==> src/rtl/hack_cpu_pkg.sv <==
// Shared types and field positions for the multi-cycle Hack CPU.
package hack_cpu_pkg;

    typedef enum logic [2:0] {
        FETCH,
        DECODE,
        MEM_RD,
        EXEC,
        MEM_WR,
        HALTED
    } state_t;

    // Instruction word field positions
    localparam int IR_TYPE    = 15;
    localparam int IR_ABIT    = 12;
    localparam int IR_CMP_HI  = 11;
    localparam int IR_CMP_LO  = 6;
    localparam int IR_DEST_A  = 5;
    localparam int IR_DEST_D  = 4;
    localparam int IR_DEST_M  = 3;
    localparam int IR_JMP_HI  = 2;
    localparam int IR_JMP_LO  = 0;

    // Jump codes (j1 j2 j3)
    localparam logic [2:0] J_NULL = 3'd0;
    localparam logic [2:0] J_GT   = 3'd1;
    localparam logic [2:0] J_EQ   = 3'd2;
    localparam logic [2:0] J_GE   = 3'd3;
    localparam logic [2:0] J_LT   = 3'd4;
    localparam logic [2:0] J_NE   = 3'd5;
    localparam logic [2:0] J_LE   = 3'd6;
    localparam logic [2:0] J_MP   = 3'd7;

    // Jump condition from the ALU flags of the result being written back
    function automatic logic jump_taken(input logic [2:0] j, input logic zr, input logic ng);
        logic t;
        case (j)
            J_NULL:  t = 1'b0;
            J_GT:    t = ~ng & ~zr;
            J_EQ:    t = zr;
            J_GE:    t = ~ng;
            J_LT:    t = ng;
            J_NE:    t = ~zr;
            J_LE:    t = ng | zr;
            J_MP:    t = 1'b1;
            default: t = 1'b0;
        endcase
        return t;
    endfunction

endpackage

==> src/rtl/hack_alu.sv <==
// Standard Hack ALU: pre-zero/negate each operand, add or AND, optional output negate.
module hack_alu #(
    parameter int D_WIDTH = 16
) (
    input  logic [D_WIDTH-1:0] x,
    input  logic [D_WIDTH-1:0] y,
    input  logic               zx,
    input  logic               nx,
    input  logic               zy,
    input  logic               ny,
    input  logic               f,
    input  logic               no,
    output logic [D_WIDTH-1:0] out,
    output logic               zr,
    output logic               ng
);

    logic [D_WIDTH-1:0] xa, ya, fo;

    // Purely combinational compute of result and flags
    always_comb begin
        xa  = zx ? '0 : x;
        if (nx) xa = ~xa;
        ya  = zy ? '0 : y;
        if (ny) ya = ~ya;
        fo  = f ? (xa + ya) : (xa & ya);
        out = no ? ~fo : fo;
        zr  = (out == '0);
        ng  = out[D_WIDTH-1];
    end

endmodule

==> src/rtl/hack_cpu_mc.sv <==
// Multi-cycle Hack CPU with req/ack handshakes to ROM and RAM and self-loop halt detection.
module hack_cpu_mc
    import hack_cpu_pkg::*;
#(
    parameter int WORD_WIDTH        = 16,
    parameter int ROM_ADDRESS_WIDTH = 15,  // must not exceed WORD_WIDTH (jump target is A)
    parameter int RAM_ADDRESS_WIDTH = 15,
    parameter int HALT_DETECT       = 1
) (
    input  logic                         clk,
    input  logic                         reset_n,
    output logic                         rom_req,
    output logic [ROM_ADDRESS_WIDTH-1:0] rom_addr,
    input  logic                         rom_ack,
    input  logic [WORD_WIDTH-1:0]        rom_data,
    output logic                         ram_req,
    output logic                         ram_we,
    output logic [RAM_ADDRESS_WIDTH-1:0] ram_addr,
    output logic [WORD_WIDTH-1:0]        ram_wdata,
    input  logic                         ram_ack,
    input  logic [WORD_WIDTH-1:0]        ram_rdata,
    output logic [ROM_ADDRESS_WIDTH-1:0] pc,
    output logic                         halted
);

    localparam logic [ROM_ADDRESS_WIDTH-1:0] PC_ONE = ROM_ADDRESS_WIDTH'(1);

    state_t                       state, state_nxt;
    logic [ROM_ADDRESS_WIDTH-1:0] pc_q, pc_pend, pc_next, jmp_tgt;
    logic [WORD_WIDTH-1:0]        a_q, d_q, ir_q, m_lat, wdata_q;
    logic [WORD_WIDTH-1:0]        alu_y, alu_r, jmp_src;
    logic [RAM_ADDRESS_WIDTH-1:0] addr_q;
    logic                         alu_zr, alu_ng, taken, halt_now;
    logic                         halt_pend, prev_a;
    logic                         rom_req_q, ram_req_q, ram_we_q, halted_q;
    logic [5:0]                   cmp;

    assign cmp = ir_q[IR_CMP_HI:IR_CMP_LO];

    hack_alu #(.D_WIDTH(WORD_WIDTH)) u_alu (
        .x  (d_q),
        .y  (alu_y),
        .zx (cmp[5]),
        .nx (cmp[4]),
        .zy (cmp[3]),
        .ny (cmp[2]),
        .f  (cmp[1]),
        .no (cmp[0]),
        .out(alu_r),
        .zr (alu_zr),
        .ng (alu_ng)
    );

    // Operand select, jump resolution and halt detection for the EXEC cycle
    always_comb begin
        alu_y    = ir_q[IR_ABIT] ? m_lat : a_q;
        // Target is the A value after this instruction, so "A=M;JMP" works
        jmp_src  = ir_q[IR_DEST_A] ? alu_r : a_q;
        jmp_tgt  = jmp_src[ROM_ADDRESS_WIDTH-1:0];
        taken    = jump_taken(ir_q[IR_JMP_HI:IR_JMP_LO], alu_zr, alu_ng);
        pc_next  = taken ? jmp_tgt : (pc_q + PC_ONE);
        // "(END) @END; 0;JMP": taken jump back onto the preceding A-instruction
        halt_now = (HALT_DETECT != 0) && taken && prev_a && (jmp_tgt == (pc_q - PC_ONE));
    end

    // Next-state logic
    always_comb begin
        state_nxt = state;
        unique case (state)
            FETCH:   if (rom_req_q && rom_ack) state_nxt = DECODE;
            DECODE:  if (!ir_q[IR_TYPE])      state_nxt = FETCH;
                     else if (ir_q[IR_ABIT])  state_nxt = MEM_RD;
                     else                     state_nxt = EXEC;
            MEM_RD:  if (ram_req_q && ram_ack) state_nxt = EXEC;
            EXEC:    if (ir_q[IR_DEST_M])     state_nxt = MEM_WR;
                     else if (halt_now)       state_nxt = HALTED;
                     else                     state_nxt = FETCH;
            MEM_WR:  if (ram_req_q && ram_ack) state_nxt = halt_pend ? HALTED : FETCH;
            HALTED:  state_nxt = HALTED;
            default: state_nxt = FETCH;
        endcase
    end

    // State register and registered handshake outputs (drop at once on reset)
    always_ff @(posedge clk or negedge reset_n) begin
        if (!reset_n) begin
            state     <= FETCH;
            rom_req_q <= 1'b0;
            ram_req_q <= 1'b0;
            ram_we_q  <= 1'b0;
            halted_q  <= 1'b0;
        end else begin
            state     <= state_nxt;
            rom_req_q <= (state_nxt == FETCH);
            ram_req_q <= (state_nxt == MEM_RD) || (state_nxt == MEM_WR);
            ram_we_q  <= (state_nxt == MEM_WR);
            halted_q  <= (state_nxt == HALTED);
        end
    end

    // Architectural registers, latched operands and deferred PC update
    always_ff @(posedge clk or negedge reset_n) begin
        if (!reset_n) begin
            pc_q      <= '0;
            pc_pend   <= '0;
            a_q       <= '0;
            d_q       <= '0;
            ir_q      <= '0;
            m_lat     <= '0;
            wdata_q   <= '0;
            addr_q    <= '0;
            halt_pend <= 1'b0;
            prev_a    <= 1'b0;
        end else begin
            unique case (state)
                FETCH: if (rom_req_q && rom_ack) ir_q <= rom_data;
                DECODE: begin
                    addr_q <= a_q[RAM_ADDRESS_WIDTH-1:0];
                    if (!ir_q[IR_TYPE]) begin
                        a_q    <= ir_q;
                        pc_q   <= pc_q + PC_ONE;
                        prev_a <= 1'b1;
                    end
                end
                MEM_RD: if (ram_req_q && ram_ack) m_lat <= ram_rdata;
                EXEC: begin
                    // M write targets the A value from before this instruction
                    addr_q  <= a_q[RAM_ADDRESS_WIDTH-1:0];
                    wdata_q <= alu_r;
                    prev_a  <= 1'b0;
                    if (ir_q[IR_DEST_A]) a_q <= alu_r;
                    if (ir_q[IR_DEST_D]) d_q <= alu_r;
                    if (ir_q[IR_DEST_M]) begin
                        pc_pend   <= pc_next;
                        halt_pend <= halt_now;
                    end else begin
                        pc_q <= pc_next;
                    end
                end
                MEM_WR: if (ram_req_q && ram_ack) pc_q <= pc_pend;
                default: ;
            endcase
        end
    end

    assign rom_req   = rom_req_q;
    assign rom_addr  = pc_q;
    assign ram_req   = ram_req_q;
    assign ram_we    = ram_we_q;
    assign ram_addr  = addr_q;
    assign ram_wdata = wdata_q;
    assign pc        = pc_q;
    assign halted    = halted_q;

endmodule

==> config.mk <==
export PLATFORM = sky130hd
export DESIGN_NAME = hack_cpu_mc
export DESIGN_NICKNAME = d
export VERILOG_FILES = /design/src/rtl/hack_cpu_pkg.sv /design/src/rtl/hack_alu.sv /design/src/rtl/hack_cpu_mc.sv
export SDC_FILE = /design/constraint.sdc
export NUM_CORES = 1
export LEC_CHECK = 0
export ABC_AREA = 1
export CORE_MARGIN = 2
export CORE_UTILIZATION = 58
export DETAILED_ROUTE_END_ITERATION = 12
export PLACE_DENSITY = 0.82
export SYNTH_ARGS = -nofsm -noshare
export SYNTH_HDL_FRONTEND = slang
export SYNTH_SLANG_ARGS = --single-unit
==> constraint.sdc <==
create_clock -name clk -period 3.9 [get_ports clk]
set_input_delay 0.585 -clock clk [delete_from_list [all_inputs] [get_ports clk]]
set_output_delay 0.585 -clock clk [all_outputs]
set_load 0.05 [all_outputs]
# Word level (Yosys, flattened, before mapping)
# Cells that the tools add are included.
[word_totals]
register_bits = 134
latch_bits = 0
ramBits = 0
rom_bits = 0
input_bits = 36
output_inout_bits = 65
word_cells = 93
mem_count = 0
[classes]
n_addsub = 3
mul = 0
div = 0
n_lt_le_gt_ge = 0
n_eq_ne = 20
shift = 0
muxes = 27
bitwise = 8
reduce_logical = 19
[op_table]
columns = ["op", "count"]
rows = [
  ["16-bit 2-to-1 mux", 9],
  ["15-bit 2-to-1 mux", 4],
  ["16-bit NOT", 3],
  ["15-bit one-hot mux with 3 select lines", 1],
  ["16-bit one-hot mux with 2 select lines", 1],
  ["3-bit equality test (second input constant)", 8],
  ["3-bit 2-to-1 mux", 6],
  ["3-bit one-hot mux with 6 select lines", 1],
  ["16-bit adder", 1],
  ["16-bit bitwise AND", 1],
  ["16-bit zero test", 1],
  ["15-bit by 1-bit adder with 15-bit output (second input constant)", 1],
  ["15-bit equality test", 1],
  ["3-bit by 2-bit equality test with 1-bit output (second input constant)", 5],
  ["15-bit by 1-bit subtractor with 15-bit output (second input constant)", 1],
  ["2-bit AND reduction", 5],
  ["3-bit zero test", 3],
  ["2-bit inequality test (second input constant)", 4],
  ["1-bit one-hot mux with 8 select lines", 1],
  ["3-bit by 1-bit equality test with 1-bit output (second input constant)", 2],
  ["1-bit logical AND", 4],
  ["4-bit AND reduction", 1],
  ["3-bit AND reduction", 1],
  ["3-bit nonzero test", 1],
  ["9 further kinds", 11],
]

# Logic depth before layout (Yosys ltp)
[logic_depth]
depth_word = 19
mapped_depth = 31
mapped_depth_nobuf = 30

# By module
# A second synthesis with hierarchy kept.
[unflattened]
cells_unflattened = 1316
area_unflattened_um2 = 9132.5
[by_module_without_submodules]
columns = ["mod", "instances", "cells_each", "area_each_um2", "seq_area_each_um2"]
rows = [
  ["hack_cpu_mc", 1, 897, 7043.0, 3353.2],
  ["hack_alu", 1, 419, 2089.5, 0.0],
]

# Least setup slack after synthesis
# No wires, ideal clock.
[synth_path]
kind = "register -> register"
from = "register ir_q[12]"
to = "register pc_q[0], in the netlist pc[0]"
setup_time_ps = 129
t_arrival_ps = 3347
t_required_ps = 3771
path_slack_ps = 424
stages_incl_launch_ff = 30
n_path_buf = 2
synth_period_minus_slack_ps = 3476
path_cell_list = "dfrtp_1 clkinv_1 clkbuf_1 a21oi_1 o21ai_0 xor2_1 ha_1 inv_1 fa_1 inv_1 nand2_1 nand2_1 nand3_2 nand2_2 nand2_2 nand2_1 nand2_1 nand3_1 nand3_2 nand2_2 nand2_1 nor2_2 nand3_1 nand2_2 nand2_4 nand2_4 buf_12 nand2_4 nand3_2 a21oi_2"
[synth_between]
elab_chain_len = 15
elab_cells_between_ends = 19
classes_between = "1 x add/sub; 10 x mux; 7 x bitwise; 1 x reduce/logical"
[synth_lines]
columns = ["element", "line_no", "source"]
rows = [
  ["from (decl)", "hack_cpu_mc.sv:30", "logic [WORD_WIDTH-1:0] a_q, d_q, ir_q, m_lat, wdata_q;"],
  ["from (signal assigned)", "hack_cpu_mc.sv:116", "FETCH: if (rom_req_q && rom_ack) ir_q <= rom_data;"],
  ["16-bit 2-to-1 mux (*)", "hack_cpu_mc.sv:56", "alu_y = ir_q[IR_ABIT] ? m_lat : a_q;"],
  ["16-bit 2-to-1 mux (*)", "hack_alu.sv:24", "ya = zy ? '0 : y;"],
  ["16-bit NOT", "hack_alu.sv:25", "if (ny) ya = ~ya;"],
  ["16-bit 2-to-1 mux (*)", "hack_alu.sv:25", ""],
  ["16-bit adder or 16-bit bitwise AND (tied branches)", "hack_alu.sv:26", "fo = f ? (xa + ya) : (xa & ya);"],
  ["16-bit 2-to-1 mux (*)", "hack_alu.sv:26", ""],
  ["16-bit NOT", "hack_alu.sv:27", "out = no ? ~fo : fo;"],
  ["16-bit 2-to-1 mux (*)", "hack_alu.sv:27", ""],
  ["16-bit zero test", "hack_alu.sv:28", "zr = (out == '0);"],
  ["1-bit NOT", "hack_cpu_pkg.sv:39, hack_cpu_pkg.sv:43", ""],
  ["1-bit bitwise AND", "hack_cpu_pkg.sv:39", "J_GT: t = ~ng & ~zr;"],
  ["1-bit one-hot mux with 8 select lines", "hack_cpu_pkg.sv:37", "case (j)"],
  ["15-bit 2-to-1 mux (*)", "hack_cpu_mc.sv:61", "pc_next = taken ? jmp_tgt : (pc_q + PC_ONE);"],
  ["15-bit 2-to-1 mux (*)", "hack_cpu_mc.sv:133", "if (ir_q[IR_DEST_M]) begin"],
  ["15-bit one-hot mux with 3 select lines (*)", "hack_cpu_mc.sv:115", "unique case (state)"],
  ["to (signal assigned)", "hack_cpu_mc.sv:121", "pc_q <= pc_q + PC_ONE;"],
  ["to (signal assigned)", "hack_cpu_mc.sv:137", "pc_q <= pc_next;"],
  ["to (signal assigned)", "hack_cpu_mc.sv:140", "MEM_WR: if (ram_req_q && ram_ack) pc_q <= pc_pend;"],
  ["to (decl)", "hack_cpu_mc.sv:29", "logic [ROM_ADDRESS_WIDTH-1:0] pc_q, pc_pend, pc_next, jmp_tgt;"],
]
# Mark *: on every way between the ends. The rest lies on a longest branch, timed or not. The select of a mux whose other input is x is not followed.
# A chain may end at the register's enable or synchronous reset.

# Worst setup path in the final report
[layout_path]
from = "register ir_q[9]"
to = "register pc_q[11], in the netlist pc[11]"
[layout_between]
elab_chain_len = 14
elab_cells_between_ends = 18
classes_between = "1 x add/sub; 9 x mux; 7 x bitwise; 1 x reduce/logical"
[layout_lines]
columns = ["element", "line_no"]
rows = [
  ["16-bit 2-to-1 mux (*)", "hack_alu.sv:24"],
  ["16-bit NOT", "hack_alu.sv:25"],
  ["16-bit 2-to-1 mux (*)", "hack_alu.sv:25"],
  ["16-bit adder or 16-bit bitwise AND (tied branches)", "hack_alu.sv:26"],
  ["16-bit 2-to-1 mux (*)", "hack_alu.sv:26"],
  ["16-bit NOT", "hack_alu.sv:27"],
  ["16-bit 2-to-1 mux (*)", "hack_alu.sv:27"],
  ["16-bit zero test", "hack_alu.sv:28"],
  ["1-bit NOT", "hack_cpu_pkg.sv:39, hack_cpu_pkg.sv:43"],
  ["1-bit bitwise AND", "hack_cpu_pkg.sv:39"],
  ["1-bit one-hot mux with 8 select lines", "hack_cpu_pkg.sv:37"],
  ["15-bit 2-to-1 mux (*)", "hack_cpu_mc.sv:61"],
  ["15-bit 2-to-1 mux (*)", "hack_cpu_mc.sv:133"],
  ["15-bit one-hot mux with 3 select lines (*)", "hack_cpu_mc.sv:115"],
]
# Marked as above.

==> results.yml <==
sta:
  fin_skew_ps: 15.9
  tightestPinTransition_ps: 1020
  fmax_mhz: 264
  fin_worst_hold_slack_ps: 238
  fin_crit_ps: 3780
  finalSetupViolations: 0
  maxSlewHeadroom_pct: 31.9
  drv_slew: 0
  finalCritPeriodShare_pct: 97.0
  setup_slack_ps: 116
  hold_viol: 0
power_and_ir_drop:
  powerDensity_mw_per_mm2: 263
  leakagePower_uw: 0.00536
  power_uw: 3020
  peakVddDrop_mv: 0.295
synthesis:
  ys_warn_count: 0
  synth_xor_area_share_pct: 4.99
  synth_area_leaders: "dfrtp_1, nand2_1, nand3_1"
  netlist_area_mm2: 0.00931
  ys_ff_latch: 134
  yosysSeqAreaShare_pct: 36.0
  netlist-cell-type-count: 43
  synth_ff_type: "dfrtp_1"
  synth_most_common_cell: "nand2_1"
  synthCells: 1274
  synth-simple-area-share_pct: 32.7
  synth-edff-count: 0
  synth_fa_ha_area_share_pct: 2.64
  synthArstFlopShare_pct: 100
  synth_top_area_share_pct: 36.0
  synth_largest_area_cell: "dfrtp_1"
  synth_top_family_by_area: "simple AND/OR/NAND/NOR gates"
  avgSynthCellArea_um2: 7.30
  synth_compound_area_share_pct: 10.8
  syn_nets: 1329
  synthMuxAreaShare_pct: 2.42
  synth_common_cells: "nand2_1, nand3_1, inv_1, dfrtp_1, nor2_1"
routing:
  wl_per_cell_um: 17.9
  ant_nets: 0
  drt_pass1_iterations: 7
  drt-total-wl_um: 28800
  drt_iter0_markers: 873
  drc: 0
  vias: 9289
  viasPerCell: 5.76
placement:
  placed_area_mm2: 0.0106
  dp_hpwl_um: 21000
  dpl_worst_slack_ps: 73.4
  io_buffers: 100
  gp_congestion: 0.993
clock_network:
  clock_latency_ps: 430
  root_buffer: "clkbuf_16"
  cts_sinks: 134
  clk_pin_slew_ps: 70
  cts_tree: "yes"
  max-clock-path-buffers: 2
  h-tree-depth: 4
  cts_buffers: 17
grt:
  grt_max_degree: 99
  grt_overflow: 0
  grt_antenna_before_repair: 0
  grt_pass1_vias: 8428
  track_usage_pct: 34.2
  grt_pass1_wl_um: 44500
critical_path:
  cpMostUsedCell: "nand2_1"
  crit_path_max_incr_delay_ps: 450
  r2r-start: "ir_q[9]"
  critPathTopFamily: "simple AND/OR/NAND/NOR gates"
  crit_fanout: 9
  cp.buffers_inverters: 6
  crit_path_end_kind: "flip-flop"
  cp.arrival_ps: 4150
  rr_endpoint: "pc[11]"
  crit_path_start_kind: "flip-flop"
  worstSetupPathType: "flip-flop to flip-flop"
  reg2reg_setup_slack_ps: 120
  cp.required_ps: 4260
  slowest_stage: "dfrtp_2"
  reg2reg_depth: 25
floorplan:
  initial_utilization_pct: 59.0
  die_area_mm2: 0.0171
  core_area_mm2: 0.0158
  dieHeight_um: 131
  rows: 46
  fp.dieW_um: 131
  io_pins: 101
min_path:
  hold_path_class: "input pin to async pin"
final_layout:
  fill_cells: 1245
  fin_nets: 1438
  area_growth_pct: 23.2
  diodes: 0
  final_layout_size_suffix_gt1_share_pct: 17.1
  stdcell_area_mm2: 0.0115
job:
  max-cap-violations: 0
outcome:
  status: "complete, no violations"
==> final cells by class <==
cell class | instances | area, µm² | area share, %
Timing Repair Buffer | 160 | 1540 | 13.4
Clock inverter | 14 | 131 | 1.15
Tap cell | 216 | 270 | 2.36
Sequential cell | 134 | 3360 | 29.3
Inverter | 162 | 613 | 5.35
Clock buffer | 18 | 439 | 3.83
Multi-Input combinational cell | 908 | 5120 | 44.6
==> cells in the final DEF (no fill, tap or decap), types with 4 or more instances in the layout <==
cell type / n
a211oi_1: 7
a21oi_1: 42
a21oi_2: 14
a221oi_1: 5
buf_12: 6
buf_4: 52
clkbuf_16: 17
clkdlybuf4s50_1: 99
clkinv_4: 6
dfrtp_1: 132
ha_1: 11
ha_2: 4
inv_1: 147
inv_2: 12
inv_6: 4
inv_8: 4
mux2_2: 20
nand2_1: 310
nand2_2: 25
nand2_4: 15
nand3_1: 154
nand3_2: 27
nand4_1: 5
nor2_1: 79
nor2_2: 7
nor2_4: 4
nor3_1: 9
o21ai_0: 70
o21ai_1: 5
o221ai_1: 14
o22ai_1: 5
xor2_1: 50
==> worst max-delay path by stage <==
| stage | cells after the start | end | start | slack [ps] |
|---|---|---|---|---|
| 2_1_floorplan | 29 | pc[0] | ir_q[12] | 420 |
| 4_1_cts | 24 | pc[12] | ir_q[12] | 30 |
| 6_report | 25 | pc[11] | ir_q[9] | 120 |
| 3_5_place_dp | 27 | pc_pend[11] | ir_q[9] | 70 |
| 3_3_place_gp | 28 | halted | ir_q[9] | 150 |
| 5_1_grt | 27 | pc_pend[5] | ir_q[9] | -60 |
==> per-stage QoR <==
step	setup TNS (ps)	instances	utilization (%)
global route	-1080	1612	72.7
floorplan	0	1274	-
detailed placement	0	1561	66.9
global placement	0	1561	66.9
CTS	0	1593	70.5
finish	0	1612	72.7
==> power breakdown <==
group	leakage, µW	total, µW	switching (µW)	internal (µW)
combinational	0.00328	64.6	32.0	32.6
sequential	0.00179	1390	0	1390
clock	0.000280	1570	706	859
total	0.00536	3020	738	2280
==> cells by family after synthesis <==
| logic type | after synthesis |
|---|---|
| AOI/OAI and AO/OA | 169 |
| xor gates and xnor gates | 53 |
| adders and majority gates | 19 |
| buffers and inverters | 232 |
| DFF | 134 |
| muxes | 20 |
| and+or+nand+nor | 647 |
==> metal layers <==
layer  global-route usage (%)  vias to the layer above  share of wire (%)  wire length, µm
met1                     49.0                     4341                 42            12100
met5                        0                        -                  0                0
li1                         -                     4320                  -                -
met2                     52.3                      542                 45            13000
met4                     11.6                        0                3.4              992
met3                     6.60                       86                9.6             2780
==> state kept, by name, summed over array words and instances (netlist names), 3 cells and up <==
register   cells
a_q           16
ram_addr      15
ram_wdata     16
pc            15
ir_q          16
pc_pend       15
d_q           16
state          3
m_lat         16
==> repair_timing <==
item	CTS	global route
hold buffers	0	0
setup buffers	0	19
endpoints found under the setup margin	0	36
gates resized for setup	0	46
Power figures use the tool's default switching activity.
